**src/rtl/forward_scoreboard.sv**
```systemverilog
// Operand forwarding plus per-register latency scoreboard for the decode stage.
// Generates decode stalls for load-use and multi-cycle multiply hazards.
module forward_scoreboard #(
  parameter int XLEN    = 32,
  parameter int RAW     = 5,
  parameter int NPORT   = 2,
  parameter int MUL_LAT = 4
) (
  input  logic                  clk,
  input  logic                  rst_n,
  input  logic                  id_valid,
  input  logic [NPORT*RAW-1:0]  id_rs_addr,
  input  logic [NPORT*XLEN-1:0] id_rs_data,
  input  logic [RAW-1:0]        id_rd_addr,
  input  logic                  id_rd_we,
  input  logic                  id_is_load,
  input  logic                  id_is_mul,
  input  logic [RAW-1:0]        exmem_rd,
  input  logic                  exmem_we,
  input  logic [XLEN-1:0]       exmem_result,
  input  logic [RAW-1:0]        memwb_rd,
  input  logic                  memwb_we,
  input  logic [XLEN-1:0]       memwb_result,
  input  logic [RAW-1:0]        mul_rd,
  input  logic                  mul_we,
  input  logic [XLEN-1:0]       mul_result,
  output logic [NPORT*XLEN-1:0] fwd_data,
  output logic [NPORT*2-1:0]    fwd_sel,
  output logic                  stall,
  output logic [15:0]           stall_cnt
);

  localparam int NREG = 1 << RAW;
  localparam logic [2:0] MUL_CNT = 3'(MUL_LAT);

  logic [2:0] cnt [NREG];
  logic       load_en;
  logic [2:0] load_val;

  always_comb begin
    stall = 1'b0;
    for (int p = 0; p < NPORT; p++) begin
      if (id_valid &&
          id_rs_addr[p*RAW +: RAW] != '0 &&
          cnt[id_rs_addr[p*RAW +: RAW]] > 3'd1)
        stall = 1'b1;
    end
  end

  always_comb begin
    load_en = id_valid && !stall && id_rd_we &&
              id_rd_addr != '0;
    if (id_is_mul)
      load_val = MUL_CNT;
    else if (id_is_load)
      load_val = 3'd2;
    else
      load_val = 3'd1;
  end

  // A new load wins over the countdown, so a WAW reissue simply overwrites.
  always_ff @(posedge clk or negedge rst_n) begin
    if (!rst_n) begin
      for (int r = 0; r < NREG; r++)
        cnt[r] <= '0;
    end else begin
      for (int r = 0; r < NREG; r++) begin
        if (load_en && id_rd_addr == RAW'(r))
          cnt[r] <= load_val;
        else if (cnt[r] != '0)
          cnt[r] <= cnt[r] - 3'd1;
      end
    end
  end

  always_comb begin
    fwd_data = id_rs_data;
    fwd_sel  = '0;
    for (int p = 0; p < NPORT; p++) begin
      if (id_rs_addr[p*RAW +: RAW] == '0) begin
        fwd_data[p*XLEN +: XLEN] = '0;
      end else if (mul_we &&
                   mul_rd == id_rs_addr[p*RAW +: RAW]) begin
        fwd_data[p*XLEN +: XLEN] = mul_result;
        fwd_sel[p*2 +: 2]        = 2'b11;
      end else if (exmem_we &&
                   exmem_rd == id_rs_addr[p*RAW +: RAW]) begin
        fwd_data[p*XLEN +: XLEN] = exmem_result;
        fwd_sel[p*2 +: 2]        = 2'b10;
      end else if (memwb_we &&
                   memwb_rd == id_rs_addr[p*RAW +: RAW]) begin
        fwd_data[p*XLEN +: XLEN] = memwb_result;
        fwd_sel[p*2 +: 2]        = 2'b01;
      end
    end
  end

  always_ff @(posedge clk or negedge rst_n) begin
    if (!rst_n)
      stall_cnt <= '0;
    else if (stall && stall_cnt != 16'hFFFF)
      stall_cnt <= stall_cnt + 16'd1;
  end

endmodule

```
**config.mk**
```make
export PLATFORM = sky130hd
export DESIGN_NAME = forward_scoreboard
export DESIGN_NICKNAME = d
export VERILOG_FILES = /design/src/rtl/forward_scoreboard.sv
export SDC_FILE = /design/constraint.sdc
export NUM_CORES = 1
export LEC_CHECK = 0
export BUFFER_PORTS_ARGS = -buffer_cell sky130_fd_sc_hd__buf_2
export CAP_MARGIN = 0
export CORE_MARGIN = 3
export CORE_UTILIZATION = 45
export DETAILED_ROUTE_END_ITERATION = 10
export PLACE_DENSITY = 0.71
export SKIP_LAST_GASP = 1
export SLEW_MARGIN = 30
export SYNTH_ARGS = -nofsm -noshare
export SYNTH_HDL_FRONTEND = slang
export SYNTH_SLANG_ARGS = --single-unit
```
**constraint.sdc**
```tcl
create_clock -name clk -period 2.83 [get_ports clk]
set_input_delay 0.1415 -clock clk [delete_from_list [all_inputs] [get_ports clk]]
set_output_delay 0.1415 -clock clk [all_outputs]
set_load 0.005 [all_outputs]
```
# After elaboration in Yosys (flattened, before gate mapping)
# Index checks and enable logic that the tools add are counted.
# op_classes
addsub	33
n_lt_le_gt_ge	4
n_eq_ne	38
mux	90
n_bitwise	2
n_reduce_logical	117
# op_table
op	count
32-bit 2-to-1 mux	8
3-bit 2-to-1 mux	69
3-bit nonzero test	32
3-bit by 1-bit subtractor with 3-bit output (second input constant)	32
5-bit equality test (second input constant)	16
2-bit nonzero test	32
1-bit logical AND	46
5-bit by 4-bit equality test with 1-bit output (second input constant)	8
3-bit binary-select mux with 5-bit select	2
5-bit equality test	6
5-bit by 3-bit equality test with 1-bit output (second input constant)	4
16-bit by 1-bit adder with 16-bit output (second input constant)	1
16-bit inequality test (second input constant)	1
5-bit logical NOT	3
5-bit nonzero test	3
2-bit 2-to-1 mux	7
6-bit greater-or-equal comparator (second input constant)	2
5-bit inverter with 6-bit output	2
5-bit by 2-bit equality test with 1-bit output (second input constant)	2
3-bit by 1-bit > comparator with 1-bit output (second input constant)	2
5-bit by 1-bit equality test with 1-bit output (second input constant)	1
1-bit 2-to-1 mux	4
1-bit logical NOT	1
# word_totals
reg_bits	112
output_inout_bits	85
wordCells	317

# Depth between registers and ports, before layout
# Gate-level depths: netlist (run 1).
# logic_depth
depth_word	14
mapped_depth	13
ltp_nobuf	8

# Worst setup path before layout (run 1)
# OpenSTA, ideal clock, no wires.
# synth_path
path_kind	reg-to-reg
from	reg cnt[86] (netlist name)
to	reg cnt[35] (netlist name)
setup_ns	0.125
arrival_ns	2.431
required_time_ns	2.705
setup_slack_ns	0.274
path_stages_with_launch	10
n_path_buf	2
path_cell_list	dfrtp_1 nor2_1 mux4_2 a2111o_1 a211o_1 and4_1 buf_4 buf_2 nand3_1 mux2_2
# synth_between
elab_chain_cells	13
elab_cells_between_ends	19
# synth_lines
element	line	source
start, declared	36	logic [2:0] cnt [NREG];
start signal, assigned by index	69	cnt[r] <= load_val;
start signal, assigned by index	71	cnt[r] <= cnt[r] - 3'd1;
3-bit binary-select mux with 5-bit select	45	cnt[id_rs_addr[p*RAW +: RAW]] > 3'd1)
3-bit 2-to-1 mux (not written as such) (2 in series)	45	
3-bit by 1-bit > comparator with 1-bit output	45	
1-bit logical AND	44	id_rs_addr[p*RAW +: RAW] != '0 &&
1-bit 2-to-1 mux	43	if (id_valid &&
1-bit 2-to-1 mux *	43	
1-bit logical NOT *	51	load_en = id_valid && !stall && id_rd_we &&
1-bit logical AND * (3 in series)	51	
1-bit logical AND *	68	if (load_en && id_rd_addr == RAW'(r))
3-bit 2-to-1 mux or 2-bit nonzero test (tied branches)	-	
# Every way passes the cells marked *; elsewhere a longest branch is shown, timed or not. The select of a mux whose other input is x is not followed.
# A chain may end at the register's enable or synchronous reset.

# Final worst setup path (run 1)
# layout_path
from	reg cnt[20] (netlist name)
to	reg cnt[23] (netlist name)
# The elaborated chain is that of the path after synthesis.

==> metrics.cfg, run 1 <==
[status]
status = complete, no violations

[routing]
drt-wirelength-per-cell_microns = 19.03
ant_nets = 0
drt_pass1_iterations = 5
viasPerCell = 5.524
drc = 0
vias = 9694
drt_wl_total_microns = 33390
drt_iter0_markers = 804

[clock_tree]
h-tree-depth = 3
cts_sinks = 112
clockRootBuffer = clkbuf_16
cts_buffers = 9
path_clk_slew_ns = 0.08
clk_latency_ns = 0.37
clock_path_buffers = 2
cts_tree = yes

[finish]
fin_cells = 1755
area_delta_synth_final_pct = 22.47
fillers = 2020
nets = 1724
post-route-util_pct = 56.58
layout-drive-gt1-share_pct = 29.97

[power_and_ir_drop]
power.total_mw = 9.194
power.leakage_nw = 6.011
powerDensity_nw_per_um2 = 740.0
peakVddDrop_v = 0.0006560

[timing]
min_period_over_period_pct = 97.01
finalSetupTns_ns = 0
skew_ns = 0.01067
maxSlewHeadroom_pct = 36.91
setup_viol = 0
hold_viol_final = 0
max_freq_mhz = 364.2
rsz0062_at_grt = no
worst_slew_pin_slew_ns = 0.9429
slew_violations = 0
min_period_ns = 2.745

[run]
cap_violations = 0

[yosys]
synth_cells = 1189
synthFlopType = dfrtp_1
ys_seq_elements = 112
ys_top_cells_by_count = nor2_1 (205), mux2i_1 (128), dfrtp_1 (112)
yosysSeqAreaShare_pct = 27.63
synth.largest_area_cell = dfrtp_1
synth.distinct_cells = 53
synth.most_common_cell = nor2_1
async_flop_share_pct = 100.0
synth_area_leaders = dfrtp_1 (28%), mux2i_1 (13%), ha_1 (8.0%)
yosysWarnings = 0
postSynthAreaPerCell_sq_um = 8.532
synth_edf_count = 0
syn-cell-area_sq_um = 10140
syn-num-nets = 1453
synth_top_cell_area_share_pct = 27.63

[floorplan]
row_count = 54
ios = 284
die_w_microns = 156.1
start_util_pct = 46.20
die_h_microns = 156.1
die-area_sq_um = 24380
core_area_sq_um = 21960

[setup_path]
worst_path_max_delay_cell = o41ai_1
endpoint_kind = flip-flop
cp.required_ns = 3.09
max_stage_delay_ns = 0.54
cp-start-kind = flip-flop
crit_chain = nor3_1, a2111oi_0, o41ai_1, a21o_1, and4_4, inv_6, buf_12, or3_1, mux2_2
arrival_ns = 3.00
critPathMaxFanout = 19
crit_type = reg -> reg

[global_route]
antenna_found_initial = 11
grt_pass1_wl_microns = 52120
grt_pass1_vias = 9810
grt_use_total_pct = 26.84
grt_start_max_net_pins = 67
grt.overflow.total = 0

[place]
dp_hpwl_microns = 25870
dp_cells = 1723
portBuffers = 283
gp_congestion = 0.9538

[hold_path]
hp-class = in -> async

## report_power, final
part	internal [mW]	total, mW	switching [mW]
Clock	0.644	1.28	0.640
Sequential	2.41	3.05	0.643
Combinational	2.48	4.86	2.38
Total	5.53	9.19	3.66
## per-stage QoR
stage | hold WS [ns] | cell area [sq um] | setup slack (ns)
finish | 0.2517 | 12420 | 0.08455
CTS | 0.2512 | 12370 | 0.02759
global placement | 0.1069 | 12030 | 0.03735
detailed placement | 0.1217 | 12030 | 0.0006610
global route | 0.2738 | 12420 | 0.006029
floorplan | -0.1541 | 10140 | 0.2740
## timing repair
action	in CTS	in global routing
setup endpoints to repair	3	22
pin swaps	0	2
hold buffers	1	0
resized for setup	2	6
buffers inserted	5	1
endpoints found under the hold margin	30	0
## final timing paths
check | start | endpoint | slack (ns) | cells after the start
min in group clk | id_rd_addr[1] | cnt[77] | 0.26 | 4
worst min-delay path | rst_n | stall_cnt[0] | 0.25 | 2
worst max register to register | cnt[20] | cnt[23] | 0.08 | 9
max in group asynchronous | rst_n | cnt[31] | 1.80 | 3
worst min register to register | stall_cnt[8] | stall_cnt[8] | 0.49 | 1
worst max-delay path | cnt[20] | cnt[23] | 0.08 | 9
## cell type report
cell class	count	area (sq um)	share of cell area, %
Sequential cell	112	2803	22.56
Antenna cell	10	25.02	0.2014
Inverter	76	290.3	2.336
Multi-Input combinational cell	927	6764	54.44
Timing Repair Buffer	334	1896	15.26
Clock inverter	6	57.56	0.4632
Clock buffer	10	239.0	1.923
Tap cell	280	350.3	2.820
## critical path, delay by kind of cell, from the launching register on
kind                   cells  cell delay [ns]
AOI/OAI and AO/OA          3             0.83
buffers and inverters      2             0.21
DFF                        1             0.41
muxes                      1             0.30
and+or+nand+nor            3             0.87
## layer usage
metal  track usage [%]  wire length (microns)
met4             12.01                   1108
met2             44.78                  16290
met3             5.798                   2232
met5                 0                     12
met1             33.43                  13750
## sequential cells by signal, indices dropped and copies added (netlist names)
register   count
cnt           96
stall_cnt     16
## cells by family (layout without fill, tap and decap cells)
logic type	Yosys count	after routing	share of synthesized area (%)
XOR/XNOR	75	75	6.475
multiplexers	198	198	21.29
AND/OR/NAND/NOR	395	395	18.49
AO/OA/AOI/OAI	194	194	12.00
buffers and inverters	150	426	6.105
other	0	10	0
flip-flops	112	112	27.63
adder cells (fa/ha/maj)	65	65	8.017
## layout by cell type, fill, tap and decap left out, types with 3 or more instances in the layout
cell type and count:
buf_2 282, nor2_1 203, mux2i_1 128, dfrtp_1 112, inv_1 74, a21oi_1 73, a211oi_1 65, ha_1 65
mux2_2 55, nand2_1 48, xnor2_1 44, buf_4 43, nand2b_1 35, xor2_1 31, o21ai_0 31, nand3_1 27
nor3_1 16, diode_2 10, nand4_1 10, nor4_1 9, clkbuf_16 9, a2111oi_0 8, mux4_2 8, mux2_1 7
buf_12 7, or3_1 5, and3_2 4, nor3_2 4, and3_1 4, nor2b_1 4, nor4b_1 3, a31oi_1 3
inv_6 3, nor4_2 3
(Power assumes the default switching activity.)
==> run 2: changes to the inputs <==
Settings changed: CTS_BUF_LIST set to sky130_fd_sc_hd__clkbuf_16.
==> run 2 against run 1 <==
Net effect:
- worst hold slack improved by 0.0025 ns
- critical path type unchanged
- combinational power is essentially flat
- routed wire length is 0.10% higher
- worst setup slack got worse by 0.028 ns
==> metrics.cfg, run 2 (synthesis gave the netlist of run 1 again) <==
[status]
status = complete, no violations

[power_and_ir_drop]
power.leakage_nw = 6.005
peakVddDrop_v = 0.0006542
switching_share_pct = 39.94
p_int_mw = 5.503
powerDensity_nw_per_um2 = 738.0
seqPwrFrac_pct = 33.3
p_sw_mw = 3.659
power.total_mw = 9.162
pwr-share-comb_pct = 53.0
clockPowerShare_pct = 13.7

[setup_path]
r2r-start = cnt[10]
endpoint_kind = flip-flop
worst_path_max_delay_cell = o41ai_1
cp-start-kind = flip-flop
rr_worst_depth = 9
path_buf_inv = 2
max_stage_delay_ns = 0.58
r2r_end = cnt[23]
critPathMaxFanout = 19
crit_chain = nor3_1, a2111oi_0, o41ai_1, a21o_1, and4_4, inv_6, buf_12, or3_1, mux2_2
critPathTopFamily = compound AO/OA/AOI/OAI gates
crit_type = reg -> reg
worst-r2r-setup-slack_ns = 0.06
cp.required_ns = 3.09
arrival_ns = 3.03

[global_route]
grt_use_total_pct = 26.85
grt_start_max_net_pins = 67
grt_pass1_wl_microns = 52130
antenna_found_initial = 11
grt.overflow.total = 0
grt_pass1_vias = 9809

[clock_tree]
clock_path_buffers = 2
h-tree-depth = 3
path_clk_slew_ns = 0.08
cts_buffers = 9
clockRootBuffer = clkbuf_16
clk_latency_ns = 0.37
cts_sinks = 112
cts_tree = yes

[run]
cap_violations = 0

[place]
portBuffers = 283
dp_cells = 1723
placed_area_sq_um = 12030
gp_congestion = 0.9538
dp_slack_ns = 0.0006610
dp_hpwl_microns = 25870

[routing]
ant_nets = 0
viasPerCell = 5.504
drt_wl_total_microns = 33420
drt_iter0_markers = 755
drc = 0
drt-wirelength-per-cell_microns = 19.05
vias = 9659
drt_pass1_iterations = 6

[timing]
min_period_over_period_pct = 98.01
max_freq_mhz = 360.5
hold_viol_final = 0
maxSlewHeadroom_pct = 35.77
setup_viol = 0
min_period_ns = 2.774
skew_ns = 0.01065
finalSetupTns_ns = 0
rsz0062_at_grt = no
slew_violations = 0
fin_ws_ns = 0.05643
worst_slew_pin_slew_ns = 0.9599
hold_slack_ns = 0.2542

[floorplan]
die_w_microns = 156.1
core_area_sq_um = 21960
die-area_sq_um = 24380
ios = 284
start_util_pct = 46.20
die_h_microns = 156.1
row_count = 54

[finish]
final_common_cell = buf_2
layout-drive-gt1-share_pct = 29.90
area_delta_synth_final_pct = 22.37
largest_register = cnt
nets = 1724
fin_cells = 1755
post-route-util_pct = 56.54
fillers = 2023
fin_area_sq_um = 12410
final_cell_mix = buf_2 (282), nor2_1 (203), mux2i_1 (128)
largest_registers = cnt: 96 flops, stall_cnt: 16 flops
largest_reg_flops = 96

[hold_path]
hp-class = in -> async

## run 2: worst max-delay path by stage
stage | startpoint | end | slack, ns | cells past startpoint
global route | cnt[22] | cnt[23] | 0.006 | 9
finish | cnt[10] | cnt[23] | 0.06 | 9
detailed placement | id_rs_addr[1] | cnt[38] | 0.0007 | 9
global placement | id_rs_addr[1] | cnt[38] | 0.04 | 9
floorplan | cnt[86] | cnt[35] | 0.27 | 9
CTS | cnt[8] | cnt[38] | 0.03 | 8
## run 2: area by class of cell
cell class | count | area, sq um | area share (%)
Antenna cell | 10 | 25.02 | 0.2016
Clock buffer | 9 | 225.2 | 1.814
Clock inverter | 7 | 61.31 | 0.4939
Inverter | 76 | 290.3 | 2.338
Multi-Input combinational cell | 927 | 6764 | 54.49
Sequential cell | 112 | 2803 | 22.58
Tap cell | 280 | 350.3 | 2.822
Timing Repair Buffer | 334 | 1896 | 15.27
## run 2: worst reg2reg max path: cells and delay by family, from the launching register on
family          cells  cell delay (ns)
compound gates      3             0.87
buf+inv             2             0.21
flops               1             0.41
mux                 1             0.30
simple gates        3             0.87
## run 2: power groups by stage
stage | Sequential (mW) | Clock (mW) | Combinational [mW]
floorplan | 2.94 | 0 | 3.59
global placement | 3.04 | 0 | 4.55
detailed placement | 3.08 | 0 | 4.76
CTS | 3.04 | 1.29 | 4.86
global route | 3.18 | 1.36 | 5.54
finish | 3.05 | 1.26 | 4.85
## run 2: what timing repair did
action | in CTS | in global routing
endpoints found under the setup margin | 3 | 22
hold buffers | 1 | 0
buffers inserted | 5 | 1
pin swaps | 0 | 2
endpoints found under the hold margin | 30 | 0
gates resized for setup | 2 | 6
## run 2: routing by layer
| metal | vias up | GRT usage (%) | routed length (microns) |
|---|---|---|---|
| met5 | - | 0 | 12 |
| met4 | 2 | 12.13 | 1162 |
| met3 | 86 | 5.825 | 2327 |
| met2 | 372 | 44.60 | 16120 |
| met1 | 4507 | 33.53 | 13800 |
| li1 | 4692 | - | - |
==> run 3: changes to the inputs <==
Settings changed: CORE_UTILIZATION 45 to 54, PLACE_DENSITY 0.71 to 0.83.
==> run 3 against run 2 <==
Net effect:
- via count up 2.7%
- combinational power shrank 1%
- routed wire length shrank 1.8%
- core utilization increased by 11 points
- critical path depth shrank 1
- clock skew is 0.0023 ns lower
- maximum frequency increased by 1.2%
- worst hold slack gained 0.010 ns
- clock power is essentially flat
- die area is 16% lower
- first-iteration DRC count decreased by 0.13%
- critical endpoint is now cnt[38]
- largest cell class unchanged
==> metrics.cfg, run 3 (synthesis gave the netlist of run 1 again) <==
[setup_path]
critPathMaxFanout = 5
cp-start-kind = flip-flop
endpoint_kind = flip-flop
cp.required_ns = 3.08
arrival_ns = 2.99
crit_type = reg -> reg
worst-r2r-setup-slack_ns = 0.09

[place]
dp_slack_ns = 0.06395
portBuffers = 283
gp_congestion = 0.9450
dp_hpwl_microns = 25430

[power_and_ir_drop]
power.leakage_nw = 5.963
peakVddDrop_v = 0.0005401
powerDensity_nw_per_um2 = 740.0

[timing]
min_period_ns = 2.741
hold_slack_ns = 0.2645
hold_viol_final = 0
max_freq_mhz = 364.8
slew_violations = 0
fin_ws_ns = 0.08902
worst_slew_pin_slew_ns = 0.7869
setup_viol = 0
min_period_over_period_pct = 96.85
skew_ns = 0.008364
rsz0062_at_grt = yes
maxSlewHeadroom_pct = 47.54

[finish]
final_cell_mix = buf_2 (282), nor2_1 (205), mux2i_1 (128)
largest_reg_flops = 96
largest_registers = cnt: 96 flops, stall_cnt: 16 flops
area_delta_synth_final_pct = 21.52
nets = 1721
largest_register = cnt
layout-drive-gt1-share_pct = 29.69
final_common_cell = buf_2

[global_route]
grt_use_total_pct = 31.20
grt_pass1_vias = 9686
grt_start_max_net_pins = 70
antenna_found_initial = 15
grt_pass1_wl_microns = 50360
grt.overflow.total = 0

[floorplan]
die_h_microns = 143.1
die_w_microns = 143.1
row_count = 49
die-area_sq_um = 20470
start_util_pct = 55.71
ios = 284
core_area_sq_um = 18210

[routing]
viasPerCell = 5.815
drc = 0
vias = 9920
drt_wl_total_microns = 32820
ant_nets = 0
drt-wirelength-per-cell_microns = 19.24
drt_iter0_markers = 754
drt_pass1_iterations = 7

[status]
status = complete, no violations

[clock_tree]
cts_buffers = 9
cts_sinks = 112
h-tree-depth = 3
clk_latency_ns = 0.37
path_clk_slew_ns = 0.08
clockRootBuffer = clkbuf_16
cts_tree = yes
clock_path_buffers = 2

[hold_path]
hp-class = in -> reg

[run]
cap_violations = 0

[run 3: cell count changes in the layout (fill, tap and decap cells not counted), sizes merged]
| cell | previous run | this run |
|---|---|---|
| inv | 80 | 78 |
| clkinv | 3 | 2 |
| clkinvlp | 0 | 3 |
| buf | 333 | 330 |
| diode | 10 | 15 |
[run 3: cell type report]
| cell class | count | area [sq um] |
|---|---|---|
| tap | 229 | 286.5 |
| multi-input combinational | 927 | 6760 |
| sequential | 112 | 2803 |
| clock inverter | 7 | 53.80 |
| inverter | 76 | 290.3 |
| timing repair buffer | 331 | 1872 |
| fill | 1507 | 5881 |
| antenna | 15 | 37.54 |
| clock buffer | 9 | 225.2 |
[run 3: routing by layer]
layer | GRT usage, % | up-vias | wire (microns)
li1 | - | 4689 | -
met1 | 37.59 | 4676 | 12680
met2 | 50.91 | 455 | 15780
met3 | 8.272 | 94 | 2849
met4 | 16.96 | 6 | 1463
met5 | 0 | - | 47
[run 3: worst paths after layout]
path,start,end,cells after the start
worst min register to register,stall_cnt[8],stall_cnt[8],1
min in group asynchronous,rst_n,cnt[76],2
worst max register to register,cnt[29],cnt[38],8
worst max-delay path,cnt[29],cnt[38],8
worst min-delay path,id_rd_addr[4],cnt[29],3
max in group asynchronous,rst_n,cnt[93],3
[run 3: power by group]
part | switching [mW] | internal [mW]
combinational | 2.39 | 2.41
sequential | 0.679 | 2.41
clock | 0.631 | 0.604
[run 3: metrics by stage]
stage	setup TNS, ns	area, sq um	power (mW)	util [%]	instances
6_report	0	12330	9.123	67.70	1706
5_1_grt	-0.009665	12320	10.00	67.65	1702
4_1_cts	0	12270	9.124	67.36	1691
3_5_place_dp	0	11960	7.830	65.67	1672
3_3_place_gp	0	11960	7.498	65.67	1672
2_1_floorplan	0	10140	6.527	-	1189
[run 3: worst max-delay path, cell delays in order, from the launching register on]
cell      delay [ns]
dfrtp_1         0.46
nor4b_1         0.44
or3_1           0.19
o221ai_1        0.12
o211ai_1        0.13
and4_4          0.29
inv_6           0.05
or4_1           0.61
mux2_1          0.34
[run 3: repair_timing]
| action | in CTS | in global routing |
|---|---|---|
| gates resized for setup | 1 | 8 |
| hold buffers | 1 | 0 |
| setup buffers | 2 | 0 |
| endpoints found under the setup margin | 1 | 14 |
| cloned | 0 | 0 |
| hold endpoints to repair | 43 | 0 |
